### config.mk
export PLATFORM = sky130hd
export DESIGN_NAME = seg8_scan_flat
export DESIGN_NICKNAME = d
export VERILOG_FILES = /design/src/rtl/seg8_pkg.sv /design/src/rtl/seg8_scan_if.sv /design/src/rtl/seg8_scan_hex7seg.sv /design/src/rtl/seg8_scan.sv /design/src/flat_wrapper.sv
export SDC_FILE = /design/constraint.sdc
export NUM_CORES = 1
export LEC_CHECK = 0
export ABC_AREA = 1
export BUFFER_PORTS_ARGS = -buffer_cell sky130_fd_sc_hd__buf_2
export CAP_MARGIN = 10
export CORE_ASPECT_RATIO = 0.6
export CORE_MARGIN = 2
export CORE_UTILIZATION = 30
export CTS_BUF_LIST = sky130_fd_sc_hd__clkbuf_2
export CTS_CLUSTER_SIZE = 40
export DETAILED_ROUTE_END_ITERATION = 10
export HOLD_SLACK_MARGIN = 0.05
export PLACE_DENSITY_LB_ADDON = 0.12
export RECOVER_POWER = 100
export SYNTH_ARGS = -nofsm -noshare
export SYNTH_HDL_FRONTEND = slang
export SYNTH_HIERARCHICAL = 1
export SYNTH_SLANG_ARGS = --single-unit
### constraint.sdc
create_clock -name CLK -period 5.6 [get_ports CLK]
set_input_delay 0.28 -clock CLK [delete_from_list [all_inputs] [get_ports CLK]]
set_output_delay 0.28 -clock CLK [all_outputs]
set_load 0.1 [all_outputs]
### src/rtl/seg8_pkg.sv
// Shared constants for the 8-digit 7-segment scanner: segment bit positions,
// hex glyph table, display record type and the leading-zero blank-mask helper.
package seg8_pkg;

  localparam int NUM_DIGITS = 8;

  localparam int SEG_A  = 0;
  localparam int SEG_B  = 1;
  localparam int SEG_C  = 2;
  localparam int SEG_D  = 3;
  localparam int SEG_E  = 4;
  localparam int SEG_F  = 5;
  localparam int SEG_G  = 6;
  localparam int SEG_DP = 7;

  localparam logic [7:0] LEDS_OFF = 8'hFF;

  // Active-high glyphs, bit order g..a.
  localparam logic [6:0] HEX7_TABLE [16] = '{
    7'h3F, 7'h06, 7'h5B, 7'h4F, 7'h66, 7'h6D, 7'h7D, 7'h07,
    7'h7F, 7'h6F, 7'h77, 7'h7C, 7'h39, 7'h5E, 7'h79, 7'h71
  };

  typedef struct packed {
    logic [31:0] data;
    logic [7:0]  dp;
  } disp_t;

  // A digit is blanked when it and every digit above it are zero; digit 0 never blanks.
  function automatic logic [7:0] lzb_mask(input logic [31:0] value);
    logic [7:0] mask;
    logic       higher_zero;
    mask        = '0;
    higher_zero = 1'b1;
    for (int k = NUM_DIGITS - 1; k >= 1; k--) begin
      higher_zero = higher_zero && (value[4*k +: 4] == 4'h0);
      mask[k]     = higher_zero;
    end
    return mask;
  endfunction

endpackage

### src/rtl/seg8_scan_if.sv
// Load handshake between the value source (master) and the scanner (slave).
interface seg8_scan_if;
  logic        LOAD;
  logic [31:0] data;
  logic [7:0]  dp;
  logic        READY;

  modport master (output LOAD, output data, output dp, input READY);
  modport slave  (input LOAD, input data, input dp, output READY);
endinterface

### src/rtl/seg8_scan_hex7seg.sv
// Combinational nibble to active-high 7-segment glyph encoder.
module hex7seg
  import seg8_pkg::*;
(
  input  logic [3:0] nibble,
  output logic [6:0] seg
);
  assign seg = HEX7_TABLE[nibble];
endmodule

### src/rtl/seg8_scan.sv
// Multiplexed 8-digit 7-segment scanner with frame-aligned commit and per-slot PWM.
// Optional leading-zero blanking is enabled by defining SEG8_LZB_EN.
module seg8_scan
  import seg8_pkg::*;
#(
  parameter int DIGIT_TICKS = 65536,
  parameter int PWM_BITS    = 4
) (
  input  logic                CLK,
  input  logic                RESET_N,
  seg8_scan_if.slave          bus,
  input  logic [PWM_BITS-1:0] BRIGHT,
  output logic                FRAME,
  output logic [7:0]          drains,
  output logic [7:0]          leds
);

  localparam int TICK_W              = (DIGIT_TICKS > 1) ? $clog2(DIGIT_TICKS) : 1;
  localparam int PHASE_DIV           = DIGIT_TICKS >> PWM_BITS;
  localparam logic [TICK_W-1:0] TICK_MAX = TICK_W'(DIGIT_TICKS - 1);

  logic [TICK_W-1:0] tick_q, tick_d;
  logic [2:0]        digit_q, digit_d;
  disp_t             shadow_q, shadow_d;
  disp_t             display_q, display_d;
  logic              pending_q, pending_d;
  logic              frame_q, frame_d;
  logic [7:0]        drains_q, drains_d;
  logic [7:0]        leds_q, leds_d;

  logic              tick_wrap, frame_wrap, accept, commit, lit;
  logic [TICK_W-1:0] phase_full;
  logic [3:0]        nibble;
  logic [6:0]        seg;

  assign nibble = display_q.data[{digit_q, 2'b00} +: 4];

  hex7seg u_hex7seg (
    .nibble (nibble),
    .seg    (seg)
  );

`ifdef SEG8_LZB_EN
  logic [7:0] blank_q, blank_d;
`endif

  always_comb begin
    // NOTE: every combinational output gets a default first so no path can infer a latch.
    tick_wrap  = (tick_q == TICK_MAX);
    frame_wrap = tick_wrap && (digit_q == 3'(NUM_DIGITS - 1));
    accept     = bus.LOAD && !pending_q;
    commit     = frame_wrap && pending_q;

    tick_d    = tick_wrap ? '0 : tick_q + 1'b1;
    digit_d   = tick_wrap ? digit_q + 3'd1 : digit_q;
    frame_d   = frame_wrap;
    shadow_d  = accept ? disp_t'{data: bus.data, dp: bus.dp} : shadow_q;
    display_d = commit ? shadow_q : display_q;

    // Accept and commit are exclusive: accept needs pending clear, commit needs it set.
    pending_d = pending_q;
    if (commit)      pending_d = 1'b0;
    else if (accept) pending_d = 1'b1;

    phase_full = tick_q / TICK_W'(PHASE_DIV);
    lit        = (phase_full[PWM_BITS-1:0] <= BRIGHT);
`ifdef SEG8_LZB_EN
    blank_d = commit ? lzb_mask(shadow_q.data) : blank_q;
    lit     = lit && !blank_q[digit_q];
`endif

    drains_d = '0;
    leds_d   = LEDS_OFF;
    if (lit) begin
      drains_d              = 8'b1 << digit_q;
      leds_d[SEG_DP]        = ~display_q.dp[digit_q];
      leds_d[SEG_G:SEG_A]   = ~seg;
    end
  end

  always_ff @(posedge CLK) begin
    if (!RESET_N) begin
      // NOTE: sequential state uses non-blocking assignments only, so all flops see pre-edge values.
      tick_q    <= '0;
      digit_q   <= '0;
      shadow_q  <= '0;
      display_q <= '0;
      pending_q <= 1'b0;
      frame_q   <= 1'b0;
      drains_q  <= '0;
      leds_q    <= LEDS_OFF;
`ifdef SEG8_LZB_EN
      blank_q   <= lzb_mask(32'h0);
`endif
    end else begin
      tick_q    <= tick_d;
      digit_q   <= digit_d;
      shadow_q  <= shadow_d;
      display_q <= display_d;
      pending_q <= pending_d;
      frame_q   <= frame_d;
      drains_q  <= drains_d;
      leds_q    <= leds_d;
`ifdef SEG8_LZB_EN
      blank_q   <= blank_d;
`endif
    end
  end

  assign bus.READY = ~pending_q;
  assign FRAME     = frame_q;
  assign drains    = drains_q;
  assign leds      = leds_q;

endmodule

### src/flat_wrapper.sv
// flat-port wrapper written by rule: the top's interface ports become plain ports
module seg8_scan_flat import seg8_pkg::*;
#(
  parameter int DIGIT_TICKS = 65536,
  parameter int PWM_BITS    = 4
)
  (CLK, RESET_N, BRIGHT, FRAME, drains, leds, bus_LOAD, bus_data, bus_dp, bus_READY);
  seg8_scan_if bus_i ();
  input  logic CLK;
  input  logic RESET_N;
  input  logic [PWM_BITS-1:0] BRIGHT;
  output logic FRAME;
  output logic [7:0] drains;
  output logic [7:0] leds;
  input wire logic [$bits(bus_i.LOAD)-1:0] bus_LOAD;
  input wire logic [$bits(bus_i.data)-1:0] bus_data;
  input wire logic [$bits(bus_i.dp)-1:0] bus_dp;
  output wire logic [$bits(bus_i.READY)-1:0] bus_READY;
  assign bus_i.LOAD = bus_LOAD;
  assign bus_i.data = bus_data;
  assign bus_i.dp = bus_dp;
  assign bus_READY = bus_i.READY;
  seg8_scan #(.DIGIT_TICKS(DIGIT_TICKS), .PWM_BITS(PWM_BITS)) u_core (.CLK(CLK), .RESET_N(RESET_N), .bus(bus_i), .BRIGHT(BRIGHT), .FRAME(FRAME), .drains(drains), .leds(leds));
endmodule
==> results.cfg <==
[setup_path]
cp_slowest_cell = nand3_1
end_kind = register
required_ps = 6160
worstSetupStartpointType = register
critical_path_class = reg -> reg
crit_fanout = 43
arrival_ps = 4600
crit_chain = clkbuf_1 -> nand3_1 -> nand2_1 -> inv_1 -> nor2_1
crit_path_max_incr_delay_ps = 1680

[detailed_routing]
drc = 0
drtPass1Iterations = 5
routed_wl_um = 13300
drtAntennaViolNets = 0
vias = 4750
drt_first_iter_violations = 187
vias_per_cell = 4.25
wl_per_cell_um = 11.9

[sta]
hold_viol = 0
tightest_slew_ps = 2000
fin_setup_tns_ps = 0
drv_slew = 86
maxSlewHeadroom = -0.331
fin_crit_sh = 0.722
max_freq_ghz = 0.247
rsz0062_at_grt = false
min_period_ps = 4040
fin_worst_skew_ps = 49.7
setup-violations-final = 0

[global_route]
grt_pass1_vias = 4512
track_usage = 0.145
grt_start_max_net_pins = 86
overflow = 0
grt_antenna_before_repair = 0
grt_pass1_wl_um = 22400

[synth]
yosys-top-cells-area = dfxtp_1 43%, inv_1 10%, nand2_1 10%
ys_seq_area_frac = 0.426
synth-xor-area-share = 0.0112
synthArstFlopShare = 0
syn_avg_cell_area_um2 = 7.05
synth_mux_area_frac = 0
synth_area_mm2 = 0.00550
syn_nets = 844
synth_simple_gate_area_frac = 0.241
synth_fa_ha_area_frac = 0.0387
synth-compound-area-share = 0.129
synth-edff-count = 0
synth_top_family_by_area = simple AND/OR/NAND/NOR gates
synth_top_area_frac = 0.426
ys_ff_latch = 117
yosys.cell_types.count = 30
yosys_warnings = 6
synth_top_cell_by_area = dfxtp_1
ys.flop_type = dfxtp_1
synth_cells = 780

[power_and_ir_drop]
power_frac_comb = 0.090
p_sw_frac = 0.275
p_sw_w = 0.000459
p_per_area_mw_per_mm2 = 255
seq_power_share = 0.520
internal-power_w = 0.00121
p_leak_nw = 2.77
vdd_ir_drop_max_mv = 0.114
clockPowerShare = 0.389

[status]
outcome = finished with violations
violations = max-capacitance violations, max-slew violations

[job]
maxCapViolations = 2

[die]
design.die.area_mm2 = 0.0195
die_w_um = 179
rows = 38
core_mm2 = 0.0180
start_util = 0.305
io_pins = 65
die_y_um = 109

[cells_and_area]
multi_input_area_mm2 = 0.00227
fillers = 1972
layout-drive-gt1-share = 0.0992
layout.area.seq_mm2 = 0.00234
diodes = 0
final_util = 0.363
nets = 928
syn2layout_area_growth_pct = 18.9

[cts]
htreeDepth = 4
cts_buffer_depth = 2
cts_resized = 0
hold_buffers = 42
cts_tree = yes
cts_root_buffer = clkbuf_2
cts_setup_buffers = 0
cts_num_sinks = 117
clk_latency_ps = 650
cts.reportedPaths.clkPinSlew_ps = 190
cts_buffers = 17

[hold_path]
hp-class = in -> reg

[placement]
gp_congestion = 0.778
dpl.hpwl_um = 8870
portBuffers = 64
## Yosys cell counts (4+ instances only)
library cell and n:
a21oi_1 68, buf_1 5, buf_6 11, clkbuf_1 27
dfxtp_1 117, ha_1 17, inv_1 150, nand2_1 146
nand3_1 19, nand4_1 44, nor2_1 74, nor3_1 4
o21a_1 4, o21ai_0 62, xor2_1 4
## metal layers
metal	vias to the layer above	GRT usage	wire (um)
met3	5	0.0275	411
li1	2599	-	-
met2	68	0.207	5030
met5	-	0	0
met4	0	0.0418	76
met1	2078	0.220	7770
## logic make-up after synthesis
logic type      after synthesis
buf+inv                     201
fa+ha+maj                    17
flops                       117
simple gates                299
compound gates              139
xor+xnor                      7
## critical path: cells and delay by family (launching register included)
kind / cells / cell delay, ps
and+or+nand+nor: 3 / 2120
buffers and inverters: 2 / 1470
DFF: 1 / 350
## power groups by stage
stage	sequential [W]	clock, W	combinational, W
floorplan	0.000908	0	0.0000707
global placement	0.000886	0	0.000133
finish	0.000868	0.000650	0.000151
CTS	0.000869	0.000673	0.000155
detailed placement	0.000886	0	0.000133
global route	0.000872	0.000711	0.000170
## flip-flops by register name, summed over array words and instances (netlist names)
name              flops
u_core/digit_q        3
u_core/pending_q      1
u_core/leds           8
u_core/drains         8
u_core/tick_q        16
u_core/FRAME          1
u_core/shadow_q      40
u_core/display_q     40
## cell usage in the layout, fill, tap and decap left out
cell / netlist / final
nand4_1: 44 / 44
inv_4: 1 / 1
nand2_1: 146 / 149
dlygate4sd3_1: 0 / 42
buf_4: 0 / 2
clkbuf_1: 27 / 20
ha_1: 17 / 17
a31oi_1: 1 / 1
nand2_2: 3 / 1
nand3_1: 19 / 20
xor2_1: 4 / 4
clkinv_2: 0 / 1
clkinvlp_4: 0 / 6
nor2_4: 3 / 2
a21oi_1: 68 / 69
nor3b_1: 1 / 1
inv_2: 2 / 1
clkbuf_2: 0 / 18
dfxtp_1: 117 / 117
inv_6: 0 / 2
buf_2: 3 / 46
or2_2: 1 / 1
nor2_1: 74 / 75
o21ai_1: 3 / 2
bufinv_16: 0 / 4
nand3b_1: 2 / 2
inv_1: 150 / 152
xnor2_1: 3 / 3
o21a_1: 4 / 4
clkinv_1: 2 / 1
clkinv_4: 0 / 2
nor3_1: 4 / 4
o21ai_0: 62 / 63
## worst paths after layout
kind	cells after the start	endpoint	startpoint	slack, ps
max	5	u_core/display_q[11]	u_core/pending_q	1560
min	6	u_core/drains[4]	BRIGHT[0]	360
min reg2reg	2	u_core/shadow_q[11]	u_core/shadow_q[11]	470
max reg2reg	5	u_core/display_q[11]	u_core/pending_q	1560
## layout make-up
cell class | count | share of cell area
timing repair buffer | 111 | 0.114
inverter | 155 | 0.0894
clock inverter | 15 | 0.0314
sequential | 117 | 0.358
tap | 240 | 0.0459
clock buffer | 17 | 0.0130
multi-input combinational | 462 | 0.348
## metrics by stage
stage	instance area, um2	hold WS, ps	total power (W)	worst slack, ps	instances
detailed placement	5900	446	0.00102	2530	1043
CTS	6610	299	0.00170	2530	1117
global placement	5900	441	0.00102	2670	1043
global route	6540	335	0.00175	1070	1117
floorplan	5500	417	0.000979	3500	780
finish	6540	359	0.00167	1560	1117
(Power assumes the default switching activity.)
